--- src/rtl/mem_arbiter.sv ---
// Arbiter/sequencer between instruction fetch and load/store for the single byte-serial
// memory controller: LS priority, bounded IF starvation, fetch flush, one idle cycle per txn.
module mem_arbiter #(
  parameter int unsigned ADDR_W     = 32,
  parameter int unsigned DATA_W     = 32,
  parameter int unsigned STARVE_LIM = 4
) (
  input  logic              clk_in,
  input  logic              rst_in,
  input  logic              rdy_in,
  input  logic              if_req_i,
  input  logic [ADDR_W-1:0] if_addr_i,
  input  logic              if_flush_i,
  output logic              if_done_o,
  output logic [DATA_W-1:0] if_inst_o,
  input  logic              ls_req_i,
  input  logic              ls_we_i,
  input  logic [ADDR_W-1:0] ls_addr_i,
  input  logic [DATA_W-1:0] ls_wdata_i,
  input  logic [2:0]        ls_len_i,
  output logic              ls_done_o,
  output logic [DATA_W-1:0] ls_rdata_o,
  output logic              mc_if_req_o,
  output logic              mc_read_req_o,
  output logic              mc_write_req_o,
  output logic [ADDR_W-1:0] mc_inst_addr_o,
  output logic [ADDR_W-1:0] mc_mem_addr_o,
  output logic [DATA_W-1:0] mc_wdata_o,
  output logic [2:0]        mc_store_len_o,
  input  logic              mc_inst_done_i,
  input  logic              mc_mem_done_i,
  input  logic [DATA_W-1:0] mc_inst_i,
  input  logic [DATA_W-1:0] mc_mem_val_i,
  output logic [1:0]        busy_o
);

  localparam int unsigned CntW = (STARVE_LIM > 0) ? $clog2(STARVE_LIM + 1) : 1;
  localparam logic [CntW-1:0] StarveMax = CntW'(STARVE_LIM);

  typedef enum logic [2:0] {StIdle, StGap, StIfRun, StIfDrop, StLsRun} state_e;

  state_e            state_q, state_d;
  logic [CntW-1:0]   starve_q, starve_d;
  logic              if_req_q, if_req_d;
  logic              rd_req_q, rd_req_d;
  logic              wr_req_q, wr_req_d;
  logic [ADDR_W-1:0] inst_addr_q, inst_addr_d;
  logic [ADDR_W-1:0] mem_addr_q, mem_addr_d;
  logic [DATA_W-1:0] wdata_q, wdata_d;
  logic [2:0]        len_q, len_d;
  logic              if_done_q, if_done_d;
  logic [DATA_W-1:0] if_inst_q, if_inst_d;
  logic              ls_done_q, ls_done_d;
  logic [DATA_W-1:0] ls_rdata_q, ls_rdata_d;
  logic              if_elig;

  // A flushed fetch is not eligible for grant in the same cycle.
  assign if_elig = if_req_i && !if_flush_i;

  always_comb begin
    state_d     = state_q;
    starve_d    = starve_q;
    if_req_d    = if_req_q;
    rd_req_d    = rd_req_q;
    wr_req_d    = wr_req_q;
    inst_addr_d = inst_addr_q;
    mem_addr_d  = mem_addr_q;
    wdata_d     = wdata_q;
    len_d       = len_q;
    if_done_d   = 1'b0;
    if_inst_d   = if_inst_q;
    ls_done_d   = 1'b0;
    ls_rdata_d  = ls_rdata_q;
    if (rdy_in) begin
      case (state_q)
        StIdle: begin
          if (ls_req_i && !(if_elig && starve_q == StarveMax)) begin
            mem_addr_d = ls_addr_i;
            wdata_d    = ls_wdata_i;
            len_d      = ls_len_i;
            wr_req_d   = ls_we_i;
            rd_req_d   = !ls_we_i;
            state_d    = StLsRun;
            // LS can only win over a waiting IF while the counter is below its limit.
            if (if_elig) starve_d = starve_q + CntW'(1);
          end else if (if_elig) begin
            inst_addr_d = if_addr_i;
            if_req_d    = 1'b1;
            starve_d    = '0;
            state_d     = StIfRun;
          end
        end
        StIfRun: begin
          if (if_flush_i) begin
            if (mc_inst_done_i) begin
              if_req_d = 1'b0;
              state_d  = StGap;
            end else begin
              state_d = StIfDrop;
            end
          end else if (mc_inst_done_i) begin
            if_req_d  = 1'b0;
            if_done_d = 1'b1;
            if_inst_d = mc_inst_i;
            state_d   = StGap;
          end
        end
        StIfDrop: begin
          // Controller must finish the byte sequence; the result is discarded.
          if (mc_inst_done_i) begin
            if_req_d = 1'b0;
            state_d  = StGap;
          end
        end
        StLsRun: begin
          if (mc_mem_done_i) begin
            rd_req_d   = 1'b0;
            wr_req_d   = 1'b0;
            ls_done_d  = 1'b1;
            ls_rdata_d = wr_req_q ? '0 : mc_mem_val_i;
            state_d    = StGap;
          end
        end
        StGap:   state_d = StIdle;
        default: state_d = StIdle;
      endcase
    end
  end

  always_ff @(posedge clk_in or posedge rst_in) begin
    if (rst_in) begin
      state_q     <= StIdle;
      starve_q    <= '0;
      if_req_q    <= 1'b0;
      rd_req_q    <= 1'b0;
      wr_req_q    <= 1'b0;
      inst_addr_q <= '0;
      mem_addr_q  <= '0;
      wdata_q     <= '0;
      len_q       <= '0;
      if_done_q   <= 1'b0;
      if_inst_q   <= '0;
      ls_done_q   <= 1'b0;
      ls_rdata_q  <= '0;
    end else begin
      state_q     <= state_d;
      starve_q    <= starve_d;
      if_req_q    <= if_req_d;
      rd_req_q    <= rd_req_d;
      wr_req_q    <= wr_req_d;
      inst_addr_q <= inst_addr_d;
      mem_addr_q  <= mem_addr_d;
      wdata_q     <= wdata_d;
      len_q       <= len_d;
      if_done_q   <= if_done_d;
      if_inst_q   <= if_inst_d;
      ls_done_q   <= ls_done_d;
      ls_rdata_q  <= ls_rdata_d;
    end
  end

  // Done pulses are suppressed while the pipeline is stalled.
  assign if_done_o      = if_done_q && rdy_in;
  assign ls_done_o      = ls_done_q && rdy_in;
  assign if_inst_o      = if_inst_q;
  assign ls_rdata_o     = ls_rdata_q;
  assign mc_if_req_o    = if_req_q;
  assign mc_read_req_o  = rd_req_q;
  assign mc_write_req_o = wr_req_q;
  assign mc_inst_addr_o = inst_addr_q;
  assign mc_mem_addr_o  = mem_addr_q;
  assign mc_wdata_o     = wdata_q;
  assign mc_store_len_o = len_q;
  assign busy_o         = {(state_q == StIfRun) || (state_q == StIfDrop), state_q == StLsRun};

endmodule

--- config.mk ---
export PLATFORM = sky130hd
export DESIGN_NAME = mem_arbiter
export DESIGN_NICKNAME = d
export VERILOG_FILES = /design/src/rtl/mem_arbiter.sv
export SDC_FILE = /design/constraint.sdc
export NUM_CORES = 1
export LEC_CHECK = 0
export CAP_MARGIN = 5
export CORE_AREA = 4 4 130 132
export CTS_BUF_LIST = sky130_fd_sc_hd__clkbuf_2 sky130_fd_sc_hd__clkbuf_4 sky130_fd_sc_hd__clkbuf_8
export DETAILED_ROUTE_END_ITERATION = 7
export DIE_AREA = 0 0 134 136
export DONT_BUFFER_PORTS = 1
export GPL_ROUTABILITY_DRIVEN = 1
export GPL_TIMING_DRIVEN = 0
export SYNTH_ARGS = -nofsm -noshare
export SYNTH_HDL_FRONTEND = slang
export SYNTH_SLANG_ARGS = --single-unit
--- constraint.sdc ---
create_clock -name clk_in -period 7.8 [get_ports clk_in]
set_input_delay 1.56 -clock clk_in [delete_from_list [all_inputs] [get_ports clk_in]]
set_output_delay 1.56 -clock clk_in [all_outputs]
set_load 0.03 [all_outputs]
# Yosys cells after proc, flatten, opt, wreduce, memory -nomap -nowiden

Cells that the tools add are included.
Widths: inputs -> output; s select.

Flip-flop bits (word level): 174
Word-level logic and storage cells: 74

$add $sub $neg: 1
Equal/unequal tests: 10
Multiplexer cells: 27
Bitwise gates (word level): 2
Reduce and logical (&&, ||, !) cells: 21

Operator list:

| operator            | number |
|---|---|
| $mux 32             | 1 |
| $mux 3              | 8 |
| $mux 1              | 13 |
| $pmux 3 s4          | 1 |
| $reduce_and 3->1    | 4 |
| $reduce_and 4->1    | 3 |
| $ne 2x2->1 const B  | 4 |
| $eq 3x2->1 const B  | 2 |
| $eq 3x3->1 const B  | 2 |
| $pmux 1 s2          | 3 |
| $logic_and 1x1->1   | 5 |
| $reduce_and 5->1    | 1 |
| $reduce_bool 2->1   | 2 |
| $add 3x1->3 const B | 1 |
| $logic_not 1->1     | 3 |
| $logic_not 3->1     | 1 |
| $ne 3x3->1 const B  | 1 |
| $mux 2              | 1 |
| $ne 2x1->1 const B  | 1 |
| $not 1->1           | 2 |
| $reduce_or 2->1     | 1 |
| $logic_or 1x1->1    | 1 |

# Logic depth before layout (Yosys ltp)

Word-level depth: 7
Gate-level depth with buffers: 6
Gate-level depth less buffers: 5

# Least setup slack after synthesis

Ideal clock, no wire load.

Path kind: input -> output
From: input rdy_in
To: output if_done_o
Arrival: 2.041 ns
Required time: 6.240 ns
Path slack: 4.199 ns
Stages: 2
Buffers on the path: 1
Cell sequence: buf_2 -> and2_1

Longest elaborated chain between the ends: 1

RTL lines:

| item              | line | RTL |
|---|---|---|
| from (decl)       | 10   | `input logic rdy_in,` |
| $logic_and 1x1->1 | 163  | `assign if_done_o = if_done_q && rdy_in;` |
| to (decl)         | 14   | `output logic if_done_o,` |

Every way passes these cells.

# Worst setup path after layout

From: input rdy_in
To: output ls_done_o

Longest elaborated chain between the ends: 1

RTL lines:

| item              | line | RTL |
|---|---|---|
| $logic_and 1x1->1 | 164  | `assign ls_done_o = ls_done_q && rdy_in;` |
| to (decl)         | 21   | `output logic ls_done_o,` |

Every way passes these cells.

==> out/metrics.cfg <==
[die]
io_pins = 342
die_w_um = 134
dieArea_um2 = 18200
start_util = 0.438
die_y_um = 136
core_um2 = 15700
rows = 46

[clocking]
clockBufferDepth = 2
htree_levels = 4
cts.sinks = 174
cts-root-buf = clkbuf_8
cts_tree = built
cts_setup_buffers = 0
hold_buffers = 0
numCtsBuffers = 17
path_clk_slew_ps = 90
cts-resized-gates = 0
clock_latency_ps = 450

[drt]
ant_nets = 0
wirelength_um = 16000
wire_per_inst_um = 23.3
drt-initial-drc-count = 92
drc = 0
first_pass_iters = 3
vias_per_cell = 5.22
num_vias = 3589

[global_routing]
grt_pass1_wl_um = 23800
grt_overflow = 0
grt_max_degree = 115
grt_pass1_vias = 4139
track_usage = 0.173
antenna_found_initial = 3

[worst_setup_path]
crit_buf_inv = 1
path_class = in2out
crit_chain = buf_2, and2_1
crit_fanout = 10
crit_path_start_kind = input pin
crit_path_end_kind = primary output
crit_path_top_delay_cell = and2_1
slowest_delay_ps = 370
r2r_setup_slack_ps = 5720
required_ps = 6240
arrival_ps = 2120
crit_family = simple AND/OR/NAND/NOR gates

[layout]
postLayoutCoreUtil = 0.483
antenna_cells = 0
drive_gt1_frac = 0.453
finalNetCount = 633
syn_to_final_growth_pct = 10.3

[yosys]
synth_top_area_cell = dfrtp_1
synth-seq-cells = 174
synth_area_leaders = dfrtp_1, mux2_2, nor2b_1, mux2_1, buf_6
syn_area_per_cell_um2 = 15.7
netlist_instances = 439
ys_warn_count = 0
synth_area_um2 = 6880
synth_fp_nets = 613
synth-seq-area-share = 0.633
synth_cell_types = 33
synth_ff_type = dfrtp_1
synth-edff-count = 0
synth_common_cells = dfrtp_1, mux2_2, nor2b_1
yosysMostFrequentCell = dfrtp_1
yosys.area.top_type_share = 0.633
async_flop_share = 1.00

[power]
leakage_nw = 3.43
ir_drop_mv = 0.209
power_frac_clock = 0.169
swShare = 0.470
switchingPower_mw = 1.73
p_comb_frac = 0.160
pwr_density_cell_nw_per_um2 = 486
power_frac_seq = 0.671
p_int_mw = 1.95

[job]
drv_cap = 0

[status]
status = completed

[timing]
finalCriticalPeriod_ps = 3680
slew_violations = 0
holdWs_ps = 526
finalHoldViolCount = 0
relSlewSlack = 0.463
finalSetupViolCount = 0
max_freq_mhz = 271
rsz0062_at_grt = false
timing.final.crit_share = 0.472
worst_pin_slew_ps = 803
skew_ps = 20.0

[place]
hpwl_um = 12300
portBuffers = 0
place.gp.congestion = 0.737

[min_path]
hp-class = reg2reg

-- per-layer routing --
layer | GRT usage | vias to the layer above | wire (µm)
met2 | 0.300 | 203 | 8430
met5 | 0 | - | 47
met1 | 0.178 | 1793 | 5430
met4 | 0.0657 | 6 | 378
li1 | - | 1556 | -
met3 | 0.0929 | 31 | 1730
-- metrics by stage --
step	setup slack, ps	setup TNS, ps	instance area (µm²)	total power, mW	cells
after floorplan	1520	0	6880	2.87	439
after global routing	4070	0	7590	3.87	688
after detailed placement	4100	0	7180	3.10	656
after global placement	-42.7	-5740	7150	3.06	655
final	4120	0	7590	3.68	688
after CTS	4100	0	7590	3.73	688
-- layout by cell type (no fill, tap or decap), drive strengths merged, types with 3 or more instances in the layout --
master,instances
mux2,163
o21ai,6
nor2b,34
inv,17
buf,19
dfrtp,174
nor2,3
clkbuf,21
clkinvlp,3
clkinv,4
-- registers in the layout (all words and copies together) (netlist names) --
signal	count
if_done_q	1
if_inst_o	32
ls_done_q	1
ls_rdata_o	32
mc_if_req_o	1
mc_inst_addr_o	32
mc_mem_addr_o	32
mc_read_req_o	1
mc_store_len_o	3
mc_wdata_o	32
mc_write_req_o	1
starve_q	3
state_q	3
-- final timing paths --
check | cells after the start | start | end
min reg2reg | 1 | starve_q[0] | starve_q[0]
max | 2 | rdy_in | ls_done_o
max reg2reg | 6 | starve_q[0] | mc_inst_addr_o[4]
min | 1 | starve_q[0] | starve_q[0]
min in group asynchronous | 1 | rst_in | if_inst_o[20]
max in group asynchronous | 2 | rst_in | ls_rdata_o[30]
-- logic make-up after synthesis --
family,share of synthesized area
flops,0.633
mux,0.270
simple gates,0.0509
compound gates,0.0166
buf+inv,0.0262
fa+ha+maj,0.00364
-- layout make-up --
class / instances / area, µm²
multi-input combinational: 233 / 2340
clock inverter: 14 / 154
tap: 216 / 270
inverter: 11 / 48.8
buffer: 21 / 139
sequential: 174 / 4350
fill: 1359 / 8130
timing repair buffer: 1 / 27.5
clock buffer: 18 / 248
-- power groups by stage --
stage | registers (mW) | logic [mW] | clock network, mW
3_5_place_dp | 2.50 | 0.602 | 0
3_3_place_gp | 2.50 | 0.566 | 0
6_report | 2.47 | 0.591 | 0.622
5_1_grt | 2.52 | 0.664 | 0.687
2_1_floorplan | 2.35 | 0.518 | 0
4_1_cts | 2.49 | 0.602 | 0.645
Power figures use the tool's default switching activity.
